===== config.mk =====
export PLATFORM = sky130hd
export DESIGN_NAME = mult_div_unit
export DESIGN_NICKNAME = d
export VERILOG_FILES = /design/src/rtl/mult_div_unit.sv
export SDC_FILE = /design/constraint.sdc
export NUM_CORES = 1
export LEC_CHECK = 0
export CORE_AREA = 2 2 223 225
export CTS_CLUSTER_SIZE = 24
export DETAILED_ROUTE_END_ITERATION = 8
export DIE_AREA = 0 0 225 227
export PLACE_DENSITY = 0.58
export SLEW_MARGIN = 20
export SYNTH_ARGS = -nofsm -noshare
export SYNTH_HDL_FRONTEND = slang
export SYNTH_SLANG_ARGS = --single-unit

===== constraint.sdc =====
create_clock -name clk -period 3.3 [get_ports clk]
set_input_delay 0.66 -clock clk [delete_from_list [all_inputs] [get_ports clk]]
set_output_delay 0.66 -clock clk [all_outputs]
set_load 0.02 [all_outputs]

===== src/rtl/mult_div_unit.sv =====
// ============================================================================
// Module      : mult_div_unit
// Description : Iterative radix-2 multiply/divide unit with HI/LO registers.
// Revision    : 1.0 - initial release
// ============================================================================
`default_nettype none

module mult_div_unit #(
  parameter int DATA_WIDTH = 32,
  parameter int CNT_WIDTH  = 6
) (
  input  logic                  clk,
  input  logic                  reset,
  input  logic                  start_i,
  input  logic [1:0]            op_i,
  input  logic [DATA_WIDTH-1:0] a_i,
  input  logic [DATA_WIDTH-1:0] b_i,
  input  logic                  flush_i,
  input  logic                  mthi_i,
  input  logic                  mtlo_i,
  input  logic [DATA_WIDTH-1:0] move_data_i,
  output logic                  busy_o,
  output logic                  done_o,
  output logic                  div_by_zero_o,
  output logic [DATA_WIDTH-1:0] hi_o,
  output logic [DATA_WIDTH-1:0] lo_o
);

  localparam int                   c_W        = DATA_WIDTH;
  localparam logic [CNT_WIDTH-1:0] c_CNT_LOAD = CNT_WIDTH'(DATA_WIDTH);
  localparam logic [CNT_WIDTH-1:0] c_CNT_ONE  = CNT_WIDTH'(1);

  typedef enum logic [1:0] {
    S_IDLE = 2'd0,
    S_RUN  = 2'd1,
    S_FIX  = 2'd2
  } state_t;

  state_t               r_state;
  state_t               w_state_nxt;
  logic [CNT_WIDTH-1:0] r_cnt;
  logic [2*c_W-1:0]     r_acc;
  logic [c_W-1:0]       r_b;
  logic                 r_is_div;
  logic                 r_neg_res;
  logic                 r_neg_rem;
  logic                 r_dbz_pend;
  logic                 r_done;
  logic                 r_dbz;
  logic [c_W-1:0]       r_hi;
  logic [c_W-1:0]       r_lo;

  // Launch decode: magnitudes and sign flags for the signed ops
  logic           w_accept;
  logic           w_signed;
  logic           w_a_neg;
  logic           w_b_neg;
  logic [c_W-1:0] w_a_mag;
  logic [c_W-1:0] w_b_mag;
  logic           w_dbz;

  assign w_accept = start_i & ~flush_i;
  assign w_signed = ~op_i[0];
  assign w_a_neg  = w_signed & a_i[c_W-1];
  assign w_b_neg  = w_signed & b_i[c_W-1];
  assign w_a_mag  = w_a_neg ? -a_i : a_i;
  assign w_b_mag  = w_b_neg ? -b_i : b_i;
  assign w_dbz    = op_i[1] & (b_i == '0);

  // Multiply step: r_acc holds {partial product high half, remaining multiplier bits}
  logic [c_W:0]     w_mul_sum;
  logic [2*c_W-1:0] w_mul_next;

  assign w_mul_sum  = {1'b0, r_acc[2*c_W-1:c_W]} + (r_acc[0] ? {1'b0, r_b} : '0);
  assign w_mul_next = {w_mul_sum, r_acc[c_W-1:1]};

  // Divide step: r_acc holds {partial remainder, dividend bits shifting into quotient}
  logic [c_W:0]     w_rem_sh;
  logic             w_ge;
  logic [c_W-1:0]   w_rem_sub;
  logic [2*c_W-1:0] w_div_next;

  assign w_rem_sh   = r_acc[2*c_W-1:c_W-1];
  assign w_ge       = (w_rem_sh >= {1'b0, r_b});
  assign w_rem_sub  = w_rem_sh[c_W-1:0] - r_b;
  assign w_div_next = w_ge ? {w_rem_sub, r_acc[c_W-2:0], 1'b1}
                           : {w_rem_sh[c_W-1:0], r_acc[c_W-2:0], 1'b0};

  // Sign correction applied in FIX
  logic [2*c_W-1:0] w_mul_res;
  logic [c_W-1:0]   w_quot;
  logic [c_W-1:0]   w_rem;
  logic [c_W-1:0]   w_fix_hi;
  logic [c_W-1:0]   w_fix_lo;

  assign w_mul_res = r_neg_res ? -r_acc : r_acc;
  assign w_quot    = r_acc[c_W-1:0];
  assign w_rem     = r_acc[2*c_W-1:c_W];
  assign w_fix_hi  = r_is_div ? (r_neg_rem ? -w_rem : w_rem) : w_mul_res[2*c_W-1:c_W];
  assign w_fix_lo  = r_is_div ? (r_neg_res ? -w_quot : w_quot) : w_mul_res[c_W-1:0];

  always_ff @(posedge clk or negedge reset) begin
    if (!reset) begin
      r_state <= S_IDLE;
    end else begin
      r_state <= w_state_nxt;
    end
  end

  always_comb begin
    w_state_nxt = r_state;
    case (r_state)
      S_IDLE: begin
        if (w_accept) begin
          w_state_nxt = w_dbz ? S_FIX : S_RUN;
        end
      end
      S_RUN: begin
        if (flush_i) begin
          w_state_nxt = S_IDLE;
        end else if (r_cnt == c_CNT_ONE) begin
          w_state_nxt = S_FIX;
        end
      end
      S_FIX:   w_state_nxt = S_IDLE;
      default: w_state_nxt = S_IDLE;
    endcase
  end

  always_ff @(posedge clk or negedge reset) begin
    if (!reset) begin
      r_cnt      <= '0;
      r_acc      <= '0;
      r_b        <= '0;
      r_is_div   <= 1'b0;
      r_neg_res  <= 1'b0;
      r_neg_rem  <= 1'b0;
      r_dbz_pend <= 1'b0;
      r_done     <= 1'b0;
      r_dbz      <= 1'b0;
      r_hi       <= '0;
      r_lo       <= '0;
    end else begin
      r_done <= 1'b0;
      r_dbz  <= 1'b0;
      case (r_state)
        S_IDLE: begin
          if (w_accept) begin
            r_acc      <= {{c_W{1'b0}}, w_a_mag};
            r_b        <= w_b_mag;
            r_cnt      <= c_CNT_LOAD;
            r_is_div   <= op_i[1];
            r_neg_res  <= w_a_neg ^ w_b_neg;
            r_neg_rem  <= op_i[1] & w_a_neg;
            r_dbz_pend <= w_dbz;
          end else if (!start_i) begin
            if (mthi_i) r_hi <= move_data_i;
            if (mtlo_i) r_lo <= move_data_i;
          end
        end
        S_RUN: begin
          r_acc <= r_is_div ? w_div_next : w_mul_next;
          r_cnt <= r_cnt - c_CNT_ONE;
        end
        S_FIX: begin
          r_cnt <= '0;
          if (!flush_i) begin
            r_done <= 1'b1;
            r_dbz  <= r_dbz_pend;
            if (!r_dbz_pend) begin
              r_hi <= w_fix_hi;
              r_lo <= w_fix_lo;
            end
          end
        end
        default: r_cnt <= '0;
      endcase
    end
  end

  assign busy_o        = (r_state != S_IDLE);
  assign done_o        = r_done;
  assign div_by_zero_o = r_dbz;
  assign hi_o          = r_hi;
  assign lo_o          = r_lo;

endmodule

`default_nettype wire


==> results_dict.tcl <==
set metrics [dict create \
    start_util_pct 29.7 \
    path_cells "ha_2, buf_6, inv_4, fa_2, a21oi_2, nor2b_2, a31oi_4, a2111oi_4, buf_4, nor2_4, o41a_1, o21bai_1, xor2_1, o221ai_1, o21ai_1" \
    max-slew-margin-rel_pct 25.7 \
    ys.flop_type "dfrtp_1" \
    avgSynthCellArea_um2 7.68 \
    wl_um 55000 \
    p_total_uw 17000 \
    ys_async_sr_fraction_pct 100 \
    route.antenna.remaining_nets 0 \
    finalSetupTns_ns 0 \
    synthCells 1876 \
    synth_cell_type_count 64 \
    slowest_delay_ns 0.52 \
    ys_seq_elements 174 \
    setup_viol 0 \
    grt_pass1_vias 14900 \
    drt-vias-per-instance 5.36 \
    die_w_um 225 \
    p_leak_uw 0.00833 \
    port-buffer-count 170 \
    hold_path_class "in2async" \
    drt-initial-drc-count 1273 \
    yosysSeqAreaShare_pct 30.2 \
    core_area_mm2 0.0485 \
    boundaryPins 171 \
    critPathRequiredTime_ns 3.70 \
    clk_pin_slew_ns 0.08 \
    synth_edf_count 0 \
    path_class "reg2reg" \
    antenna_found_initial 0 \
    grt.total_usage_pct 21.5 \
    die_h_um 227 \
    cts_max_path_buffers 2 \
    worstMarginPinSlew_ns 1.11 \
    firstDrtPassIters 7 \
    syn_nets 2052 \
    maxCapViolations 0 \
    grt_pass1_wl_um 85200 \
    n_fill_cell 4938 \
    die_area_mm2 0.0511 \
    syn_to_final_growth_pct 35.7 \
    worstPathMaxFanout 4 \
    r2r_slack_ns 0.02 \
    period_minus_slack_ns 3.28 \
    wl_per_cell_um 19.4 \
    slew_violations 0 \
    vias 15200 \
    cp-start-kind "register" \
    cp_top_family "compound AO/OA/AOI/OAI gates" \
    place_congestion 0.938 \
    drc 0 \
    cp_num_buf_inv 3 \
    ys_warn_count 0 \
    dp_hpwl_um 43400 \
    cts_sinks 174 \
    insertion_delay_ns 0.47 \
    drive_above_1_share_pct 16.9 \
    h-tree-depth 4 \
    outcome "finished, final reports clean" \
    cts_tree "yes" \
    numCtsBuffers 17 \
    nets 2382 \
    period_share_pct 99.4 \
    p_per_area_mw_per_mm2 868 \
    netlist_area_mm2 0.0144 \
    root_buffer "clkbuf_16" \
    clock_skew_ns 0.0158 \
    slowest_stage "o41a_1" \
    grt_start_max_net_pins 80 \
    ir_drop_uv 287 \
    final_cell_mix "buf_4 (230), nand2_1 (221), o21ai_0 (201)" \
    rsz0062_at_grt "yes" \
    critPathArrivalTime_ns 3.68 \
    grt-ovfl-total 0 \
    fp-row-count 81 \
    finalHoldViolations 0 \
    crit_path_end_kind "register" \
    final_common_cell "buf_4" \
    max_freq_mhz 305 \
]
==> worst paths after layout <==
kind / start / end / depth (start not counted)
setup / recovery: r_b[0] / r_acc[60] / 15
hold / removal: reset / div_by_zero_o / 1
setup reg to reg: r_b[0] / r_acc[60] / 15
hold reg to reg: hi_o[13] / hi_o[13] / 2
max in group asynchronous: reset / hi_o[24] / 2
min in group clk: hi_o[13] / hi_o[13] / 2
==> registers in the layout (all words and copies together) (netlist names), 2 cells and up <==
register	flops
r_b	32
r_acc	64
hi_o	32
r_state	2
lo_o	32
r_cnt	6
==> final cells by class <==
type	count	area [um2]	share of cell area, %
diodes	1	2.50	0.0128
clock buffers	17	425	2.18
clock inverters	15	201	1.03
inverters	71	272	1.39
multi-input cells	1529	9870	50.5
flip-flops and latches	174	4360	22.3
well taps	622	778	3.98
repair buffers	413	3640	18.6
==> power by group <==
group          switching (uW)  internal (uW)
combinational            6210           5000
sequential                713           2820
clock                    1000           1220
total                    7920           9040
==> worst register-to-register path: stages (launching register included) <==
cell and delay [ns]:
dfrtp_1 0.42, ha_2 0.21, buf_6 0.12, inv_4 0.04, fa_2 0.20, a21oi_2 0.06, nor2b_2 0.19, a31oi_4 0.13
a2111oi_4 0.41, buf_4 0.20, nor2_4 0.05, o41a_1 0.52, o21bai_1 0.20, xor2_1 0.17, o221ai_1 0.13, o21ai_1 0.16
==> cell families after synthesis <==
logic type                 share of synthesized area [%]
xor gates and xnor gates                            10.3
DFF                                                 30.2
adders and majority gates                           6.36
and+or+nand+nor                                     20.9
buffers and inverters                               4.51
AOI/OAI and AO/OA                                   25.0
muxes                                               2.73
==> metal layers <==
layer | global-route usage [%] | vias up | share of wire, %
met1 | 29.4 | 7308 | 46
li1 | - | 7337 | -
met4 | 6.86 | 0 | 2.4
met2 | 35.2 | 504 | 46
met5 | 0 | - | 0
met3 | 2.97 | 81 | 5.8
==> per-stage QoR <==
| stage | util (%) | setup slack (ns) | instance area [um2] | hold slack, ns | cells |
|---|---|---|---|---|---|
| 2_1_floorplan | - | 0.00357 | 14400 | 0.364 | 1876 |
| 3_3_place_gp | 37.8 | -0.380 | 18300 | 0.462 | 2795 |
| 3_5_place_dp | 37.8 | -0.422 | 18300 | 0.468 | 2795 |
| 4_1_cts | 39.4 | -0.0313 | 19200 | 0.239 | 2831 |
| 5_1_grt | 40.3 | -0.147 | 19500 | 0.263 | 2841 |
| 6_report | 40.3 | 0.0203 | 19500 | 0.231 | 2842 |
==> cells in the mapped netlist (all sizes together) (6+ instances only) <==
cell type / number / share of area, %
or2: 9 / 0.39
dfrtp: 174 / 30
a31oi: 14 / 0.61
xnor2: 111 / 6.7
nand2b: 17 / 0.74
o21ai: 224 / 7.8
o31ai: 51 / 2.7
clkbuf: 95 / 2.5
o22ai: 15 / 0.65
a21o: 33 / 1.7
nand4: 11 / 0.48
inv: 71 / 1.8
mux2i: 37 / 2.6
and3: 9 / 0.39
nand3: 35 / 1.2
buf: 7 / 0.18
o41ai: 8 / 0.49
o21a: 8 / 0.42
a211oi: 18 / 0.94
a221oi: 6 / 0.36
nor2: 188 / 4.9
or3: 27 / 1.2
nand3b: 7 / 0.36
nor4: 17 / 0.78
and2: 15 / 0.65
o21bai: 11 / 0.57
nor3: 41 / 1.4
a21oi: 144 / 5.0
xor2: 58 / 3.5
ha: 70 / 6.1
a22oi: 12 / 0.63
o211ai: 30 / 1.6
or4: 14 / 0.78
nor2b: 23 / 1.0
nand2: 225 / 5.9
==> repair_timing <==
item | CTS | global route
pin swaps | 15 | 39
endpoints found under the hold margin | 0 | 0
setup buffers | 5 | 10
endpoints found under the setup margin | 43 | 54
hold buffers | 0 | 0
gates resized for setup | 39 | 82
No activity file was read; power rests on OpenSTA's default activity.
